File: src/rtl/arch_defines.svh
// Shared RV32I architectural constants: stage encodings and base opcodes.
`ifndef ARCH_DEFINES_SVH
`define ARCH_DEFINES_SVH

`define STAGE_WIDTH            3
`define STAGE_FETCH            3'd0
`define STAGE_DECODE           3'd1
`define STAGE_EXECUTE          3'd2
`define STAGE_MEMORY           3'd3
`define STAGE_REGISTER_UPDATE  3'd4
`define STAGE_PC_UPDATE        3'd5
`define STAGE_HALTED           3'd7

`define RISCV_LUI              7'b0110111
`define RISCV_AUIPC            7'b0010111
`define RISCV_JAL              7'b1101111
`define RISCV_JALR             7'b1100111
`define RISCV_BRANCH           7'b1100011
`define RISCV_LOAD             7'b0000011
`define RISCV_STORE            7'b0100011
`define RISCV_OP_IMM           7'b0010011
`define RISCV_OP               7'b0110011
`define RISCV_MISC_MEM         7'b0001111
`define RISCV_SYSTEM           7'b1110011

`endif

File: src/rtl/cpu_stage_sequencer_pkg.sv
// Stage enum and opcode classification helpers for the stage sequencer.
`include "arch_defines.svh"

package cpu_stage_sequencer_pkg;

    typedef enum logic [`STAGE_WIDTH-1:0] {
        ST_FETCH    = `STAGE_FETCH,
        ST_DECODE   = `STAGE_DECODE,
        ST_EXECUTE  = `STAGE_EXECUTE,
        ST_MEMORY   = `STAGE_MEMORY,
        ST_REG_UPD  = `STAGE_REGISTER_UPDATE,
        ST_PC_UPD   = `STAGE_PC_UPDATE,
        ST_HALTED   = `STAGE_HALTED
    } stage_e;

    function automatic logic is_legal_opcode(input logic [6:0] op);
        logic legal;
        legal = 1'b0;
        case (op)
            `RISCV_LUI, `RISCV_AUIPC, `RISCV_JAL, `RISCV_JALR, `RISCV_BRANCH,
            `RISCV_LOAD, `RISCV_STORE, `RISCV_OP_IMM, `RISCV_OP,
            `RISCV_MISC_MEM: legal = 1'b1;
            default:         legal = 1'b0;
        endcase
        return legal;
    endfunction

    function automatic logic is_mem_opcode(input logic [6:0] op);
        return (op == `RISCV_LOAD) || (op == `RISCV_STORE);
    endfunction

endpackage

File: src/rtl/mem_wait_timer.sv
// Counts wait cycles spent in a memory-handshake stage; flags when the limit is reached.
// Latency: expired is registered-count compare; a restart clears the count next cycle.
module mem_wait_timer #(
    parameter int MEM_TIMEOUT = 255
) (
    input  logic clk,
    input  logic reset_n,
    input  logic restart,
    input  logic tick,
    output logic expired
);

    localparam int CW = (MEM_TIMEOUT > 0) ? $clog2(MEM_TIMEOUT + 1) : 1;
    localparam logic [CW-1:0] LIMIT = CW'(MEM_TIMEOUT);

    logic [CW-1:0] cnt_q;
    logic [CW-1:0] cnt_d;

    always_comb begin
        cnt_d = cnt_q;
        if (restart) begin
            cnt_d = '0;
        end else if (tick && (cnt_q != LIMIT)) begin
            cnt_d = cnt_q + 1'b1;
        end
    end

    always_ff @(posedge clk) begin
        if (!reset_n) begin
            cnt_q <= '0;
        end else begin
            cnt_q <= cnt_d;
        end
    end

    generate
        if (MEM_TIMEOUT > 0) begin : g_timeout
            assign expired = (cnt_q == LIMIT);
        end else begin : g_no_timeout
            assign expired = 1'b0;
        end
    endgenerate

endmodule

File: src/rtl/cpu_stage_sequencer.sv
// Multi-cycle RV32I control FSM: fetch/decode/execute/memory/reg-update/pc-update with halt.
// Strobes are combinational from state and mem_ready; counters and sticky flags are registered.
`include "arch_defines.svh"

module cpu_stage_sequencer
    import cpu_stage_sequencer_pkg::*;
#(
    parameter int COUNTER_WIDTH = 32,
    parameter int MEM_TIMEOUT   = 255
) (
    input  logic                     clk,
    input  logic                     reset_n,
    input  logic [6:0]               opcode,
    input  logic                     mem_ready,
    output logic [`STAGE_WIDTH-1:0]  stage,
    output logic                     mem_request,
    output logic                     instr_load,
    output logic                     pc_write,
    output logic                     halted,
    output logic                     illegal_instruction,
    output logic                     bus_error,
    output logic [COUNTER_WIDTH-1:0] cycle_count,
    output logic [COUNTER_WIDTH-1:0] instret
);

    stage_e                   state_q, state_d;
    logic                     illegal_q, illegal_d;
    logic                     bus_err_q, bus_err_d;
    logic [COUNTER_WIDTH-1:0] cycle_q, cycle_d;
    logic [COUNTER_WIDTH-1:0] instret_q, instret_d;

    logic mem_req_c, instr_load_c, pc_write_c, halted_c;
    logic waiting;
    logic expired;

    always_comb begin
        state_d      = state_q;
        illegal_d    = illegal_q;
        bus_err_d    = bus_err_q;
        mem_req_c    = 1'b0;
        instr_load_c = 1'b0;
        pc_write_c   = 1'b0;
        halted_c     = 1'b0;
        waiting      = 1'b0;

        case (state_q)
            ST_FETCH: begin
                waiting   = 1'b1;
                mem_req_c = 1'b1;
                if (mem_ready) begin
                    instr_load_c = 1'b1;
                    state_d      = ST_DECODE;
                end else if (expired) begin
                    state_d   = ST_HALTED;
                    bus_err_d = 1'b1;
                end
            end
            ST_DECODE: begin
                if (is_legal_opcode(opcode)) begin
                    state_d = ST_EXECUTE;
                end else begin
                    state_d = ST_HALTED;
                    // SYSTEM is a deliberate stop, not an illegal instruction.
                    if (opcode != `RISCV_SYSTEM) begin
                        illegal_d = 1'b1;
                    end
                end
            end
            ST_EXECUTE: begin
                state_d = is_mem_opcode(opcode) ? ST_MEMORY : ST_REG_UPD;
            end
            ST_MEMORY: begin
                waiting   = 1'b1;
                mem_req_c = 1'b1;
                if (mem_ready) begin
                    state_d = ST_REG_UPD;
                end else if (expired) begin
                    state_d   = ST_HALTED;
                    bus_err_d = 1'b1;
                end
            end
            ST_REG_UPD: begin
                state_d = ST_PC_UPD;
            end
            ST_PC_UPD: begin
                pc_write_c = 1'b1;
                state_d    = ST_FETCH;
            end
            default: begin
                // Covers HALTED and the unused encoding 6.
                halted_c = 1'b1;
                state_d  = ST_HALTED;
            end
        endcase

        cycle_d   = halted_c ? cycle_q : cycle_q + 1'b1;
        instret_d = (state_q == ST_PC_UPD) ? instret_q + 1'b1 : instret_q;
    end

    always_ff @(posedge clk) begin
        if (!reset_n) begin
            state_q   <= ST_FETCH;
            illegal_q <= 1'b0;
            bus_err_q <= 1'b0;
            cycle_q   <= '0;
            instret_q <= '0;
        end else begin
            state_q   <= state_d;
            illegal_q <= illegal_d;
            bus_err_q <= bus_err_d;
            cycle_q   <= cycle_d;
            instret_q <= instret_d;
        end
    end

    // Any stage change restarts the wait count, so each FETCH/MEMORY visit starts at zero.
    mem_wait_timer #(
        .MEM_TIMEOUT (MEM_TIMEOUT)
    ) u_mem_wait_timer (
        .clk     (clk),
        .reset_n (reset_n),
        .restart (state_d != state_q),
        .tick    (waiting && !mem_ready),
        .expired (expired)
    );

    assign stage               = state_q;
    assign mem_request         = reset_n && mem_req_c;
    assign instr_load          = reset_n && instr_load_c;
    assign pc_write            = reset_n && pc_write_c;
    assign halted              = halted_c;
    assign illegal_instruction = illegal_q;
    assign bus_error           = bus_err_q;
    assign cycle_count         = cycle_q;
    assign instret             = instret_q;

endmodule

File: config.mk
export PLATFORM = sky130hd
export DESIGN_NAME = cpu_stage_sequencer
export DESIGN_NICKNAME = d
export VERILOG_FILES = /design/src/rtl/cpu_stage_sequencer_pkg.sv /design/src/rtl/mem_wait_timer.sv /design/src/rtl/cpu_stage_sequencer.sv
export VERILOG_INCLUDE_DIRS = /design/src /design/src/rtl
export SDC_FILE = /design/constraint.sdc
export NUM_CORES = 1
export LEC_CHECK = 0
export CAP_MARGIN = 20
export CORE_ASPECT_RATIO = 0.9
export CORE_MARGIN = 3
export CORE_UTILIZATION = 50
export DETAILED_ROUTE_END_ITERATION = 10
export PLACE_DENSITY = 0.8
export SYNTH_ARGS = -nofsm -noshare
export SYNTH_HDL_FRONTEND = slang
export SYNTH_SLANG_ARGS = --single-unit
File: constraint.sdc
create_clock -name clk -period 2.4 [get_ports clk]
set_clock_uncertainty 0.05 [all_clocks]
set_input_delay 0.48 -clock clk [delete_from_list [all_inputs] [get_ports clk]]
set_output_delay 0.48 -clock clk [all_outputs]
set_load 0.005 [all_outputs]
Word level (Yosys, flattened, before mapping)
Index checks and enable logic that the tools add are counted.
{"block": "word_totals", "register_bits": 77, "wordCells": 58, "out_inout_bits": 73}
{"block": "classes", "muxes": 13, "eq_ne": 19, "reduce_logical": 14, "n_addsub": 3, "bitwise_logic": 3}
{"cell": "32-bit by 1-bit adder with 32-bit output, second input constant", "n": 2}
{"cell": "7-bit by 6-bit equality test with 1-bit output, second input constant", "n": 3}
{"cell": "7-bit equality test, second input constant", "n": 3}
{"cell": "3-bit one-hot mux with 6 select lines", "n": 1}
{"cell": "3-bit two-way mux", "n": 5}
{"cell": "7-bit by 5-bit equality test with 1-bit output, second input constant", "n": 2}
{"cell": "10-bit OR reduction", "n": 1}
{"cell": "8-bit by 1-bit adder with 8-bit output, second input constant", "n": 1}
{"cell": "8-bit equality test, second input constant", "n": 1}
{"cell": "8-bit inequality test, second input constant", "n": 1}
{"cell": "7-bit by 2-bit equality test with 1-bit output, second input constant", "n": 1}
{"cell": "7-bit by 4-bit equality test with 1-bit output, second input constant", "n": 1}
{"cell": "1-bit two-way mux", "n": 7}
{"cell": "7-bit inequality test, second input constant", "n": 1}
{"cell": "3-bit by 2-bit equality test with 1-bit output, second input constant", "n": 2}
{"cell": "3-bit equality test, second input constant", "n": 2}
{"cell": "3-bit AND reduction", "n": 2}
{"cell": "6-bit OR reduction", "n": 1}
{"cell": "1-bit logical AND", "n": 5}
{"cell": "2-bit OR reduction", "n": 2}
{"cell": "3-bit by 1-bit equality test with 1-bit output, second input constant", "n": 1}
{"cell": "3-bit logical NOT", "n": 1}
{"cell": "3-bit inequality test", "n": 1}
{"cell": "1-bit NOT", "n": 3}
{"cell": "other kinds (2)", "n": 2}

Logic depth before layout (Yosys ltp)
{"block": "depth", "depth_word": 8, "mapped_depth": 7, "depth_no_buf": 6}

Hierarchy
From an unflattened synthesis, not the netlist that was laid out.
{"block": "unflattened", "hier_cells": 481, "area_unflattened_um2": 3998.8}
{"mod": "cpu_stage_sequencer", "area_per_inst_um2": 3575.9, "instances": 1, "cells_per_inst": 431}
{"mod": "mem_wait_timer", "area_per_inst_um2": 422.9, "instances": 1, "cells_per_inst": 50}

Least setup slack after synthesis
Ideal clock, no wire load.
{"block": "synth_path", "path_type": "reg2reg", "from": "register u_mem_wait_timer.cnt_q[0]", "to": "register u_mem_wait_timer.cnt_q[3]", "path_slack_ns": 0.438, "t_arrival_ns": 1.777, "setup_time_ns": 0.135, "path_stages_with_launch": 7, "path_cell_list": "dfxtp_1 -> ha_1 -> and3_1 -> a2111oi_2 -> nand4_1 -> xor2_1 -> nor2_1"}
{"block": "synth_between", "elab_chain_cells": 6, "elab_cells_between_ends": 10}
{"element": "start: declaration", "line_no": "mem_wait_timer.sv:16", "source": "logic [CW-1:0] cnt_q;"}
{"element": "start signal: assignment", "line_no": "mem_wait_timer.sv:32", "source": "cnt_q <= cnt_d;"}
{"element": "8-bit equality test", "line_no": "mem_wait_timer.sv:38", "source": "assign expired = (cnt_q == LIMIT);"}
{"element": "3-bit two-way mux", "line_no": "cpu_stage_sequencer.sv:53, cpu_stage_sequencer.sv:77"}
{"element": "3-bit two-way mux (on tied branches)", "line_no": "cpu_stage_sequencer.sv:75, cpu_stage_sequencer.sv:50"}
{"element": "3-bit one-hot mux with 6 select lines", "line_no": "cpu_stage_sequencer.sv:46", "source": "case (state_q)"}
{"element": "3-bit inequality test", "line_no": "cpu_stage_sequencer.sv:122", "source": ".restart (state_d != state_q),"}
{"element": "2-bit OR reduction (no source line)"}
Several ways; a longest one is shown, not always the timed one.
A chain may end at the register's enable or synchronous reset.

Worst setup path after layout
{"block": "layout_path", "from": "input reset_n", "to": "output mem_request"}
{"block": "layout_between", "elab_chain_cells": 1}
{"element": "start: declaration", "line_no": "cpu_stage_sequencer.sv:12", "source": "input logic reset_n,"}
{"element": "1-bit logical AND", "line_no": "cpu_stage_sequencer.sv:128", "source": "assign mem_request = reset_n && mem_req_c;"}
{"element": "end: declaration", "line_no": "cpu_stage_sequencer.sv:16", "source": "output logic mem_request,"}
Every way passes these cells.

==> impl_metrics.env <==
export IMPL_setup_tns_ns=0
export IMPL_powerDensity_nw_per_um2=625
export IMPL_final_common_cell="nor2_1"
export IMPL_path_clk_slew_ns=0.07
export IMPL_avgRoutedWirePerCell_um=14.9
export IMPL_route_detailed_drc=0
export IMPL_tightest_slew_ns=0.640
export IMPL_drive_gt1_share_pct=8.60
export IMPL_io_buffers=82
export IMPL_postCtsHoldBufs=0
export IMPL_grt_usage_pct=22.4
export IMPL_slew_viol_final=0
export IMPL_clockRootBuffer="clkbuf_8"
export IMPL_clockBufferDepth=2
export IMPL_first_iter_violations=114
export IMPL_arrival_ns=1.81
export IMPL_period_share_pct=97.4
export IMPL_numCtsBuffers=9
export IMPL_hold_viol=0
export IMPL_cts_tree="yes"
export IMPL_yosys_cell_types_count=49
export IMPL_ys_flop_type="dfxtp_1"
export IMPL_mostFrequentLayoutCells="nor2_1, clkdlybuf4s50_1, dfxtp_1, xor2_1, nand2_1"
export IMPL_ir_worst_vdd_mv=0.394
export IMPL_die_width_um=96.3
export IMPL_syn_nets=445
export IMPL_ant_nets=0
export IMPL_dpl_hpwl_um=6450
export IMPL_finalCoreUtilization_pct=71.0
export IMPL_dieArea_um2=8400
export IMPL_clock_fmax_mhz=428
export IMPL_status="finished, final reports clean"
export IMPL_area_delta_synth_final_pct=32.2
export IMPL_cp_endpoint="mem_request"
export IMPL_slew_headroom_pct=57.2
export IMPL_async_flop_share_pct=0
export IMPL_min_path_cells=1
export IMPL_p_leak_nw=1.72
export IMPL_cts_sinks=77
export IMPL_drt_pass1_iterations=4
export IMPL_die_h_um=87.3
export IMPL_crit_path_end_kind="primary output"
export IMPL_timing_rr_end="instret[31]"
export IMPL_ys_seq_area_share_pct=42.0
export IMPL_r2r_start="instret[8]"
export IMPL_grt_pass1_wl_um=14900
export IMPL_cp_max_fo=4
export IMPL_synth_ff_latch_count=77
export IMPL_netlist_instances=432
export IMPL_crit_required_ns=1.87
export IMPL_antenna_found_initial=0
export IMPL_grt_pass1_vias=3181
export IMPL_critPathKind="primary input to primary output"
export IMPL_syn_avg_cell_area_um2=8.49
export IMPL_initial_core_util_pct=53.7
export IMPL_syn_area_um2=3670
export IMPL_htree_levels=3
export IMPL_ios=83
export IMPL_viasPerCell=5.50
export IMPL_worstSetupStartpoint="reset_n"
export IMPL_grt_max_degree=34
export IMPL_core_um2=6830
export IMPL_wirelength_um=9160
export IMPL_hold_class="register to register"
export IMPL_period_needed_ns=2.34
export IMPL_ff2ff_path_depth=5
export IMPL_rsz0062_at_grt="no"
export IMPL_n_antenna_cell=0
export IMPL_place_congestion=0.861
export IMPL_vias=3372
export IMPL_postCtsSetupBuffers=0
export IMPL_clock_latency_ns=0.35
export IMPL_yosysWarnings=0
export IMPL_setup_viol=0
export IMPL_nets=532
export IMPL_synth_edf_count=0
export IMPL_rows=28
export IMPL_regToRegSetupSlack_ns=0.24
export IMPL_grt_ovfl_total=0
export IMPL_drv_cap=0
export IMPL_critPathLaunchType="primary input"
Yosys cell counts, drive strengths merged, types with 10 or more instances:
cell	n	area share [%]
clkbuf	13	1.3
xnor2	23	5.5
nand3	26	3.5
nand4	26	4.8
nor3	11	1.5
dfxtp	77	42
xor2	43	10
nand2	28	2.9
inv	10	1.0
nor2	86	8.8
nor4	13	2.7
stage by stage:
stage / hold slack [ns] / setup WS [ns] / total power [W] / std cells / area [um2]
finish: 0.428 / 0.0617 / 0.00303 / 613 / 4850
global placement: 0.418 / 0.0222 / 0.00196 / 598 / 4620
detailed placement: 0.411 / -0.0155 / 0.00197 / 598 / 4620
global route: 0.459 / 0.00539 / 0.00317 / 613 / 4850
CTS: 0.429 / 0.0391 / 0.00304 / 613 / 4840
floorplan: 0.410 / 0.438 / 0.00176 / 432 / 3670
per-layer routing:
layer  global-route usage (%)  share of wire, %
met1                     28.0                45
met5                        0                 0
met3                     7.87               6.0
met4                     5.73               1.2
met2                     36.6                48
state kept, by name, indices dropped and copies added (netlist names):
| register | flops |
|---|---|
| u_mem_wait_timer.cnt_q | 8 |
| illegal_instruction | 1 |
| instret | 32 |
| cycle_count | 32 |
| bus_error | 1 |
| stage | 3 |
worst max-delay path, cell delays in order:
cell and delay, ns:
clkdlybuf4s50_1 0.52, inv_2 0.08, nor3_1 0.18, clkdlybuf4s50_1 0.54
cells by family (layout without fill, tap and decap cells):
logic type               after synthesis  count (layout)  synth area share [%]
AND/OR/NAND/NOR                      227             227                  31.8
multiplexers                           1               1                 0.273
adder cells (fa/ha/maj)                3               3                  1.02
flip-flops                            77              77                  42.0
AO/OA/AOI/OAI                         28              28                  5.59
XOR/XNOR                              66              66                  15.8
buffers and inverters                 30             121                  3.55
how the worst min path moves through the flow:
stage	from	to	slack [ns]
CTS	illegal_instruction	illegal_instruction	0.43
detailed placement	illegal_instruction	illegal_instruction	0.41
floorplan	bus_error	bus_error	0.41
global placement	illegal_instruction	illegal_instruction	0.42
finish	illegal_instruction	illegal_instruction	0.43
global route	illegal_instruction	illegal_instruction	0.46
report_power, final:
| group | internal, W | leakage [nW] | switching [W] | total, W |
|---|---|---|---|---|
| Sequential | 0.00133 | 0.622 | 0.0000890 | 0.00142 |
| Clock | 0.000607 | 0.105 | 0.000460 | 0.00107 |
| Combinational | 0.000280 | 0.992 | 0.000269 | 0.000548 |
timing repair:
| action | 4_1_cts | 5_1_grt |
|---|---|---|
| setup endpoints to repair | 1 | 2 |
| cloned | 0 | 0 |
| gates resized for setup | 2 | 5 |
layout make-up:
type / instances / area (um2)
clock buffers: 11 / 141
inverters: 10 / 37.5
repair buffers: 96 / 936
multi-input cells: 325 / 2010
fillers: 544 / 1980
flip-flops and latches: 77 / 1550
well taps: 90 / 113
clock inverters: 4 / 72.6
Power figures use the tool's default switching activity.
